## src/rtl/plic_claim_sequencer.sv

```systemverilog
// plic_claim_sequencer
// APB4 master that runs the PLIC claim/complete handshake for up to TARGETS
// interrupt targets. Each target has its own small FSM. The FSM claims an ID
// when the target's irq rises and hands the ID to the handler. After the
// handler's done pulse it writes the ID back. All targets share one APB port
// through a round-robin arbiter.
//
// Optional build macro: PLIC_SEQ_TIMEOUT_EN
//   Defined   -> each target has a service watchdog. When it expires, the
//                block pulses timeout[t] and auto-completes the interrupt.
//   Undefined -> no watchdog, and timeout is tied to zero.
module plic_claim_sequencer #(
    parameter int          PADDR_SIZE     = 32,
    parameter int          PDATA_SIZE     = 32,
    parameter int          SOURCES        = 64,
    parameter int          TARGETS        = 4,
    parameter logic [31:0] CLAIM_BASE     = 32'h0020_0004,
    parameter logic [31:0] CLAIM_STRIDE   = 32'h0000_1000,
    parameter int          TIMEOUT_CYCLES = 1024,
    localparam int         SOURCES_BITS   = $clog2(SOURCES + 1)
) (
    input  logic                            PCLK,
    input  logic                            PRESETn,
    input  logic [TARGETS-1:0]              irq,
    output logic                            PSEL,
    output logic                            PENABLE,
    output logic [PADDR_SIZE-1:0]           PADDR,
    output logic                            PWRITE,
    output logic [PDATA_SIZE/8-1:0]         PSTRB,
    output logic [PDATA_SIZE-1:0]           PWDATA,
    input  logic [PDATA_SIZE-1:0]           PRDATA,
    input  logic                            PREADY,
    input  logic                            PSLVERR,
    output logic [TARGETS-1:0]              id_valid,
    output logic [TARGETS*SOURCES_BITS-1:0] id,
    input  logic [TARGETS-1:0]              id_ready,
    input  logic [TARGETS-1:0]              done,
    output logic [TARGETS-1:0]              bus_err,
    output logic [TARGETS-1:0]              timeout
);

    localparam int SB = SOURCES_BITS;
    localparam int TW = (TARGETS > 1) ? $clog2(TARGETS) : 1;

    typedef enum logic [2:0] {
        T_IDLE,
        T_CLAIM,
        T_DELIVER,
        T_SERVICE,
        T_COMPLETE
    } t_state_e;

    typedef enum logic [1:0] {
        A_IDLE,
        A_SETUP,
        A_ACCESS
    } a_state_e;

    // Shared APB engine state
    a_state_e              a_state_reg, a_state_next;
    logic [TW-1:0]         gnt_reg;
    logic [TW-1:0]         rr_ptr_reg;
    logic [PADDR_SIZE-1:0] paddr_reg;
    logic                  pwrite_reg;
    logic [PDATA_SIZE-1:0] pwdata_reg;

    // Arbitration and per-target views used by the engine
    logic [TARGETS-1:0]    req;
    logic [TARGETS-1:0]    req_wr;
    logic [SB-1:0]         id_arr   [TARGETS];
    logic [PADDR_SIZE-1:0] addr_tab [TARGETS];
    logic [TW-1:0]         arb_idx;
    logic [TW-1:0]         cand_idx;
    logic                  arb_found;
    logic                  grant;
    logic                  xfer_end;

    // Only the low SB bits of PRDATA carry the claimed ID.
    logic unused_prdata;
    assign unused_prdata = ^PRDATA;

    // Round-robin search: the first requester above the pointer wins, with
    // wrap-around. The pointer's own slot has the lowest priority.
    always_comb begin
        arb_idx   = rr_ptr_reg;
        arb_found = 1'b0;
        cand_idx  = rr_ptr_reg;
        for (int i = TARGETS; i >= 1; i--) begin
            cand_idx = TW'((int'(rr_ptr_reg) + i) % TARGETS);
            if (req[cand_idx]) begin
                arb_idx   = cand_idx;
                arb_found = 1'b1;
            end
        end
    end

    assign grant    = (a_state_reg == A_IDLE) && arb_found;
    assign xfer_end = (a_state_reg == A_ACCESS) && PREADY;

    // APB engine next-state: IDLE -> SETUP on grant, SETUP -> ACCESS, then
    // ACCESS waits for PREADY.
    always_comb begin
        a_state_next = a_state_reg;
        unique case (a_state_reg)
            A_IDLE:   if (grant) a_state_next = A_SETUP;
            A_SETUP:  a_state_next = A_ACCESS;
            A_ACCESS: if (PREADY) a_state_next = A_IDLE;
            default:  a_state_next = A_IDLE;
        endcase
    end

    // APB engine registers. Address, direction and data are captured at
    // grant time, so they stay frozen through SETUP and ACCESS.
    always_ff @(posedge PCLK or negedge PRESETn) begin
        if (!PRESETn) begin
            a_state_reg <= A_IDLE;
            gnt_reg     <= '0;
            rr_ptr_reg  <= TW'(TARGETS - 1);
            paddr_reg   <= '0;
            pwrite_reg  <= 1'b0;
            pwdata_reg  <= '0;
        end else begin
            a_state_reg <= a_state_next;
            if (grant) begin
                gnt_reg    <= arb_idx;
                rr_ptr_reg <= arb_idx;
                paddr_reg  <= addr_tab[arb_idx];
                pwrite_reg <= req_wr[arb_idx];
                pwdata_reg <= req_wr[arb_idx] ? PDATA_SIZE'(id_arr[arb_idx]) : '0;
            end
        end
    end

    // PSEL comes straight from the state register, so an asynchronous reset
    // drops it immediately. Outputs are zero whenever the bus is idle.
    assign PSEL    = (a_state_reg != A_IDLE);
    assign PENABLE = (a_state_reg == A_ACCESS);
    assign PADDR   = PSEL ? paddr_reg : '0;
    assign PWRITE  = PSEL & pwrite_reg;
    assign PSTRB   = (PSEL & pwrite_reg) ? '1 : '0;
    assign PWDATA  = PSEL ? pwdata_reg : '0;

    for (genvar gi = 0; gi < TARGETS; gi++) begin : g_tgt
        t_state_e      state_reg, state_next;
        logic [SB-1:0] id_reg;
        logic          berr_reg, berr_next;
        logic          load_id;
        logic          mine_end;

        assign mine_end     = xfer_end && (gnt_reg == TW'(gi));
        assign addr_tab[gi] = PADDR_SIZE'(CLAIM_BASE)
                            + PADDR_SIZE'(CLAIM_STRIDE) * PADDR_SIZE'(gi);

`ifdef PLIC_SEQ_TIMEOUT_EN
        localparam int CW = (TIMEOUT_CYCLES > 1) ? $clog2(TIMEOUT_CYCLES) : 1;
        logic [CW-1:0] cnt_reg;
        logic          tmo_hit;
        logic          tout_reg, tout_next;

        assign tmo_hit = (state_reg == T_SERVICE) && (cnt_reg == CW'(TIMEOUT_CYCLES - 1));

        // Service watchdog. It is held at zero outside T_SERVICE, so it
        // always starts from zero when T_SERVICE is entered.
        always_ff @(posedge PCLK or negedge PRESETn) begin
            if (!PRESETn) begin
                cnt_reg  <= '0;
                tout_reg <= 1'b0;
            end else begin
                tout_reg <= tout_next;
                if (state_reg != T_SERVICE) begin
                    cnt_reg <= '0;
                end else if (!tmo_hit) begin
                    cnt_reg <= cnt_reg + CW'(1);
                end
            end
        end

        assign timeout[gi] = tout_reg;
`else
        assign timeout[gi] = 1'b0;
`endif

        // Per-target claim/complete sequencing. A done pulse outside
        // T_SERVICE is ignored. irq is only looked at in T_IDLE.
        always_comb begin
            state_next = state_reg;
            berr_next  = 1'b0;
            load_id    = 1'b0;
`ifdef PLIC_SEQ_TIMEOUT_EN
            tout_next  = 1'b0;
`endif
            unique case (state_reg)
                T_IDLE: begin
                    if (irq[gi]) state_next = T_CLAIM;
                end
                T_CLAIM: begin
                    if (mine_end) begin
                        if (PSLVERR) begin
                            berr_next  = 1'b1;
                            state_next = T_IDLE;
                        end else if (PRDATA[SB-1:0] == '0) begin
                            state_next = T_IDLE;
                        end else begin
                            load_id    = 1'b1;
                            state_next = T_DELIVER;
                        end
                    end
                end
                T_DELIVER: begin
                    if (id_ready[gi]) state_next = T_SERVICE;
                end
                T_SERVICE: begin
                    if (done[gi]) begin
                        state_next = T_COMPLETE;
`ifdef PLIC_SEQ_TIMEOUT_EN
                    end else if (tmo_hit) begin
                        tout_next  = 1'b1;
                        state_next = T_COMPLETE;
`endif
                    end
                end
                T_COMPLETE: begin
                    // The complete write finishes even on PSLVERR; the error
                    // is only reported.
                    if (mine_end) begin
                        berr_next  = PSLVERR;
                        state_next = T_IDLE;
                    end
                end
                default: state_next = T_IDLE;
            endcase
        end

        // Per-target state, ID latch and error pulse register
        always_ff @(posedge PCLK or negedge PRESETn) begin
            if (!PRESETn) begin
                state_reg <= T_IDLE;
                id_reg    <= '0;
                berr_reg  <= 1'b0;
            end else begin
                state_reg <= state_next;
                berr_reg  <= berr_next;
                if (load_id) id_reg <= PRDATA[SB-1:0];
            end
        end

        assign req[gi]              = (state_reg == T_CLAIM) || (state_reg == T_COMPLETE);
        assign req_wr[gi]           = (state_reg == T_COMPLETE);
        assign id_arr[gi]           = id_reg;
        assign id_valid[gi]         = (state_reg == T_DELIVER);
        assign id[gi*SB +: SB]      = id_reg;
        assign bus_err[gi]          = berr_reg;
    end

endmodule
```

## config.mk

```make
export PLATFORM = sky130hd
export DESIGN_NAME = plic_claim_sequencer
export DESIGN_NICKNAME = d
export VERILOG_FILES = /design/src/rtl/plic_claim_sequencer.sv
export SDC_FILE = /design/constraint.sdc
export NUM_CORES = 1
export LEC_CHECK = 0
export CAP_MARGIN = 20
export CORE_MARGIN = 2
export CORE_UTILIZATION = 25
export DETAILED_ROUTE_END_ITERATION = 8
export GPL_TIMING_DRIVEN = 1
export PLACE_DENSITY = 0.54
export REMOVE_ABC_BUFFERS = 1
export SLEW_MARGIN = 20
export SYNTH_ARGS = -nofsm -noshare
export SYNTH_HDL_FRONTEND = slang
export SYNTH_SLANG_ARGS = --single-unit
export TNS_END_PERCENT = 100
```

## constraint.sdc

```tcl
create_clock -name PCLK -period 2.4 [get_ports PCLK]
set_clock_uncertainty 0.2 [all_clocks]
set_input_delay 0.48 -clock PCLK [delete_from_list [all_inputs] [get_ports PCLK]]
set_output_delay 0.48 -clock PCLK [all_outputs]
set_load 0.02 [all_outputs]
```

-- Word-level counts from Yosys, hierarchy flattened
Index checks and enable logic that the tools add are counted.
- flip-flop bits (word level): 115
- input port bits: 48
- output and inout bits: 111
- logic and storage cells: 176
- add/subtract/negate cells: 4
- order comparisons: 6
- equality and inequality tests: 43
- muxes and demuxes: 80
- bitwise logic cells: 2
- reductions and logical operators: 23
- operator list (cell ; count):
    $mux 32 ; 4
    $bmux 32 s2 ; 1
    $mux 3 ; 20
    $pmux 3 s5 ; 4
    $mux 1 ; 28
    $ne 2x2->1 const B ; 13
    $eq 3x2->1 const B ; 8
    $mux 7 ; 3
    $reduce_and 5->1 ; 4
    $ne 2x1->1 const B ; 9
    $mux 2 ; 8
    $lt 2x3->1 const B ; 5
    $bmux 7 s2 ; 1
    $eq 3x1->1 const B ; 4
    $eq 3x3->1 const B ; 4
    $logic_not 3->1 ; 4
    $bmux 1 s2 ; 5
    $pmux 1 s2 ; 4
    $logic_not 7->1 ; 1
    $eq 2x2->1 const B ; 3
    $logic_and 1x1->1 ; 6
    $pmux 2 s3 ; 1
    $add 2x1->2 const B ; 2
    $add 2x2->2 const B ; 2
    other kinds (9) ; 14

-- Logic depth before layout (Yosys ltp)
- depth in word-level cells: 13
- depth in mapped cells: 9
- mapped depth without buffers: 7

-- Least setup slack after synthesis
No wires, ideal clock.
- kind: reg2reg
- from: reg a_state_reg[0]
- to: reg g_tgt[0].id_reg[5]
- library setup time: 128 ps
- arrival: 2138 ps
- data required time: 2072 ps
- path slack: -66 ps
- stages on the path, launching flop included: 8
- path buffers: 1
- clock period less this slack: 2466 ps
- cell sequence: dfrtp_1 > nor2b_1 > and2_1 > nor3b_1 > nand4b_1 > or2_1 > clkbuf_1 > mux2_1
- cells in the longest elaborated chain, start to end: 5
- RTL lines (what ; line ; text):
    start: declaration ; 60 ; a_state_e a_state_reg, a_state_next;
    start signal: assignment ; 123 ; a_state_reg <= a_state_next;
    $eq 2x2->1 ; -- ;
    net PENABLE ; 26 ; output logic PENABLE,
    $logic_and 1x1->1 ; 98 ; assign xfer_end = (a_state_reg == A_ACCESS) && PREADY;
    $logic_and 1x1->1 ; 150 ; assign mine_end = xfer_end && (gnt_reg == TW'(gi));
    $mux 1 ; 197 ; if (mine_end) begin
    $mux 1 ; 192 ; unique case (state_reg)
    end signal: assignment ; 243 ; if (load_id) id_reg <= PRDATA[SB-1:0];
    end: declaration ; 145 ; logic [SB-1:0] id_reg;
The timed path passes the listed nets, and every way through them passes these cells.
A chain may end at the register's enable or synchronous reset.

-- Worst setup path after layout
- from: reg g_tgt[3].state_reg[2]
- to: reg pwdata_reg[4]
- cells in the longest elaborated chain, start to end: 13
- elaborated cells on any way between the ends: 27
- classes of those cells: eq/ne (2); mux (22); bitwise (1); reduce/logical (2)
- RTL lines (what ; line ; text):
    start: declaration ; 144 ; t_state_e state_reg, state_next;
    start signal: assignment ; 241 ; state_reg <= state_next;
    $eq 3x1->1 / $eq 3x3->1 (equally long branches) ; 247, 248 ;
    $logic_or 1x1->1 ; 247 ; assign req[gi] = (state_reg == T_CLAIM) || (state_reg == T_COMPLETE);
    $bmux 1 s2 ; 90 ; if (req[cand_idx]) begin
    $mux 1 (implied by the code) ; 90 ;
    $mux 2 (4 in a row) ; 90 ;
    $not 2->3 (implied by the code) ; 129 ; pwdata_reg <= req_wr[arb_idx] ? PDATA_SIZE'(id_arr[arb_idx]) : '0;
    $bmux 7 s2 ; 129 ;
    $mux 7 (implied by the code) (2 in a row) ; 129 ;
    $mux 7 ; 129 ;
    end signal: assignment ; 129 ;
    end: declaration ; 65 ; logic [PDATA_SIZE-1:0] pwdata_reg;
Several ways; a longest one is shown, not always the timed one. The select of a mux whose other input is x is not followed.

==> summary by stage <==
Status
The flow ran to the end, and the final reports show no timing, DRC or antenna violations.

Synthesis
After synthesis, the netlist uses 45 different library cells. The combinational family with the most area after synthesis is buffers and inverters. Counting flops with an async set or reset pin after synthesis yields a share of 100%.

The number of flops mapped to enable cells by yosys is 0. For this run, the leading register cell type out of synthesis is dfrtp_1. After synthesis the netlist holds a flip-flop and latch count of 59. The count of mapped cells out of synthesis is 326. The adder-cell share of the synthesized area is 0%. The synthesized netlist devotes 9.76% of its cell area to compound gates.

The register area share after synthesis is 43.0%. The netlist area before placement is 3440 um2. The yosys synthesis warning count is 0. The average footprint of a synthesized cell is 10.5 um2. Measured against the total synthesized area, the mux share comes to 16.2%. The synthesized netlist devotes roughly 1% of its cell area to XOR and XNOR gates.

Summing the areas of all and, or, nand and nor instances in the mapped netlist gives approximately 13% of the synthesized area.

STA
The total of endpoints with negative setup slack in the final report is 0. Derived from the worst setup path, the maximum achievable clock frequency is roughly 420 MHz. The worst path in the final design needs a cycle of 2.37 ns, including I/O delays and setup. After layout, the worst path uses slightly below 100% of the clock period.

The actual slew at the worst max-slew pin is 0.601 ns. Setup repair after global routing could not meet its margin everywhere. Setup total negative slack on the finished layout was measured at 0 ns. In this run the tightest slew margin relative to its limit is approximately 60%. The number of pins with negative max-slew slack in the final report came to 0. The number of hold-slack violations in the final timing report is 0.

Pwr
The cell area power density is roughly 1200 nW/um2. The leakage power of the design is approximately 2.4 nW. The fraction of power consumed by combinational cells is 52.1%. The internal power consumption is 3.58 mW.

The fraction of power consumed by sequential logic is 27.1%. In this run, the clock network consumes 20.8% of the power. For this design the total switching power over the nets is 2.31 mW. The worst IR drop on VDD is 687 uV.

The switching power share of the total is 39.2%.

Worst setup path
The capture point of the worst reg-to-reg path is pwdata_reg[4]. The source of the worst register-to-register timing path is g_tgt[3].state_reg[2]. For the worst setup path, the data arrival time is 2.40 ns. The required time of the critical path is 2.42 ns. Along the worst path, the maximum fanout reaches 8. The logic depth of the worst register-to-register path is 7.

The worst setup path is launched from a flop. The setup slack on the worst flop-to-flop path is 0.03 ns. The sort of element at the end of the critical path is a flop.

The critical path is of the reg -> reg type.

Hold path
The startpoint of the tightest hold check path is paddr_reg[2]. For hold timing, the worst endpoint is paddr_reg[2]. The worst hold path belongs to the class reg -> reg. The instance count along the most critical hold path is 1.

Floorplan
The row count is 42. The floorplan step defined a die boundary enclosing 14700 um2. The height of the die is 121 um. The die is 121 um wide. During I/O placement, the number of pins put on the boundary was ~160. The initial standard-cell utilization of the core is 25.7%. In this run the standard cell core region covers 13300 um2.

Global routing
The via count of the first global-routing pass came to 2612. The met1 track utilization from global routing is 16.1%. The busiest layer in global routing is met2. For this run, global-route usage on met2 was measured as around a fifth. In the global route stage, overall resource usage came out at 12.5%. The largest net degree at the start of global routing is 37. Global routing finished with a remaining overflow of 0. The number of antenna violations at the first check in global routing is 0. Global routing consumed, on the met3 layer, 3.85% of the routing resources. The first global-routing pass estimated between 10000 and 15000 um of wire.

CTS
The deepest clock path buffer count is 2. After clock tree synthesis, the clock-pin slew on the worst setup and hold paths is 0.06 ns. TritonCTS built the clock tree.

The H-tree was split into 3 levels. The clock buffer count from CTS is 9. In this run the clock root is driven by a clkbuf_16. The clock insertion delay at the later pin of the skew report is 0.34 ns. The clock sink total is 59.

Placed design
Once detailed placement completed, the half-perimeter wirelength came to 6520 um. The final estimated routing congestion in global placement is 0.826. The number of buffer cells added on primary ports is 76.

Layout
The number of fill cells is 1379. In the final layout, flip-flops and latches occupy between 1000 and 1500 um2. Relative to the synthesized area, the layout overhead comes to 39.6%.

Leaving out fill and tap cells, the most frequent cell in the layout is conb_1. The repair_antennas step left the layout with diodes totalling 0. The flip-flop count of the largest register, all copies and words added is 28. Measured on the finished design, the core utilization comes to a little over a third. The fraction of layout cells with a size suffix above 1 is 24.2%. Leaving out fill and tap cells, the most frequent cells in the layout are conb_1 (57), dfrtp_1 (56), clkdlybuf4s50_1 (54), buf_4 (36), mux2_2 (27).

The net count of the finished layout is 481. The total area of multi-input combinational cells is 1640 um2.

Drt
The DRC violation total after the first TritonRoute iteration is 87. The via density per instance is 4.19. The detailed-route wire length is 8820 um. The via count is roughly 2600. The post-detailed-route wirelength per cell is 14.4 um. The total DRC errors in the routed layout is 0. The post-detailed-route count of antenna-violating nets is 0.

Before antenna repair, the detailed router went through 4 iterations.

Flow run
Across the run, the number of max-cap violations was 0.
-- power by group through the flow --
stage	registers [mW]	clock network [mW]	logic [mW]
6_report	1.60	1.23	3.07
2_1_floorplan	1.83	0	1.42
3_3_place_gp	1.60	0	3.04
4_1_cts	1.60	1.27	3.08
3_5_place_dp	1.61	0	3.07
5_1_grt	1.65	1.31	3.31
-- metrics by stage --
stage	instance area, um2	hold WS (ns)	std cells	total power [mW]	setup WS [ns]
after CTS	4730	0.270	612	5.95	0.00506
after global placement	4420	0.254	595	4.64	-0.348
final	4800	0.270	614	5.89	0.0256
after global routing	4800	0.314	614	6.27	-0.0652
after detailed placement	4420	0.256	595	4.68	-0.474
after floorplan	3080	-0.0156	303	3.25	-0.194
-- routing by layer --
| layer | up-vias | share of wire (%) |
|---|---|---|
| li1 | 1215 | - |
| met1 | 1244 | 45 |
| met2 | 101 | 47 |
| met3 | 10 | 6.8 |
| met4 | 0 | 1.3 |
| met5 | - | 0 |
-- critical path: stages (launching register included) --
cell and delay, ns:
dfrtp_1 0.40, xnor2_2 0.19, or2_1 0.25, o32a_1 0.37
o311ai_4 0.14, o22ai_2 0.18, a22o_4 0.32, a22o_1 0.21
-- worst max path at each step --
| stage | start | end | slack (ns) | depth (start not counted) |
|---|---|---|---|---|
| final | g_tgt[3].state_reg[2] | pwdata_reg[4] | 0.03 | 7 |
| after CTS | a_state_reg[1] | PSEL | 0.005 | 5 |
| after floorplan | g_tgt[1].state_reg[0] | pwdata_reg[0] | -0.19 | 6 |
| after global placement | PRDATA[2] | g_tgt[0].id_reg[4] | -0.35 | 9 |
| after global routing | g_tgt[3].state_reg[2] | pwdata_reg[6] | -0.07 | 8 |
| after detailed placement | PRDATA[2] | g_tgt[1].id_reg[3] | -0.47 | 7 |
-- Yosys cell counts, types with 3 or more instances --
library cell,number,share of area (%)
mux2_2,27,8.8
a211o_1,3,0.76
buf_4,67,15
nand2_1,18,2.0
o211ai_1,4,0.87
nor2_1,21,2.3
xnor2_1,4,1.0
and3_1,7,1.3
a22o_1,7,1.8
nor2b_1,11,2.0
a21oi_1,9,1.3
inv_1,6,0.66
mux2i_1,24,7.0
nand2b_1,7,1.3
o22ai_1,6,1.1
or2_1,3,0.55
dfrtp_1,57,41
clkbuf_1,8,0.87
-- final cells by class --
cell class | instances | area share, %
Multi-Input combinational cell | 238 | 34.2
Sequential cell | 59 | 30.8
Timing Repair Buffer | 119 | 23.9
Clock buffer | 10 | 4.98
Tap cell | 176 | 4.59
Clock inverter | 6 | 0.991
Inverter | 6 | 0.469
-- kinds of logic after synthesis --
family,count (synthesis)
other cells,1
simple gates,84
compound gates,41
mux,52
xor+xnor,4
flops,59
buf+inv,85
-- timing repair --
action                                 4_1_cts  5_1_grt
gates resized for setup                     24       10
endpoints found under the hold margin       21        0
setup endpoints to repair                   42       23
buffers inserted                             0        2
cloned                                       0        0
hold buffers                                 1        0
pin swaps                                    0        6
No activity file was read; power rests on OpenSTA's default activity.
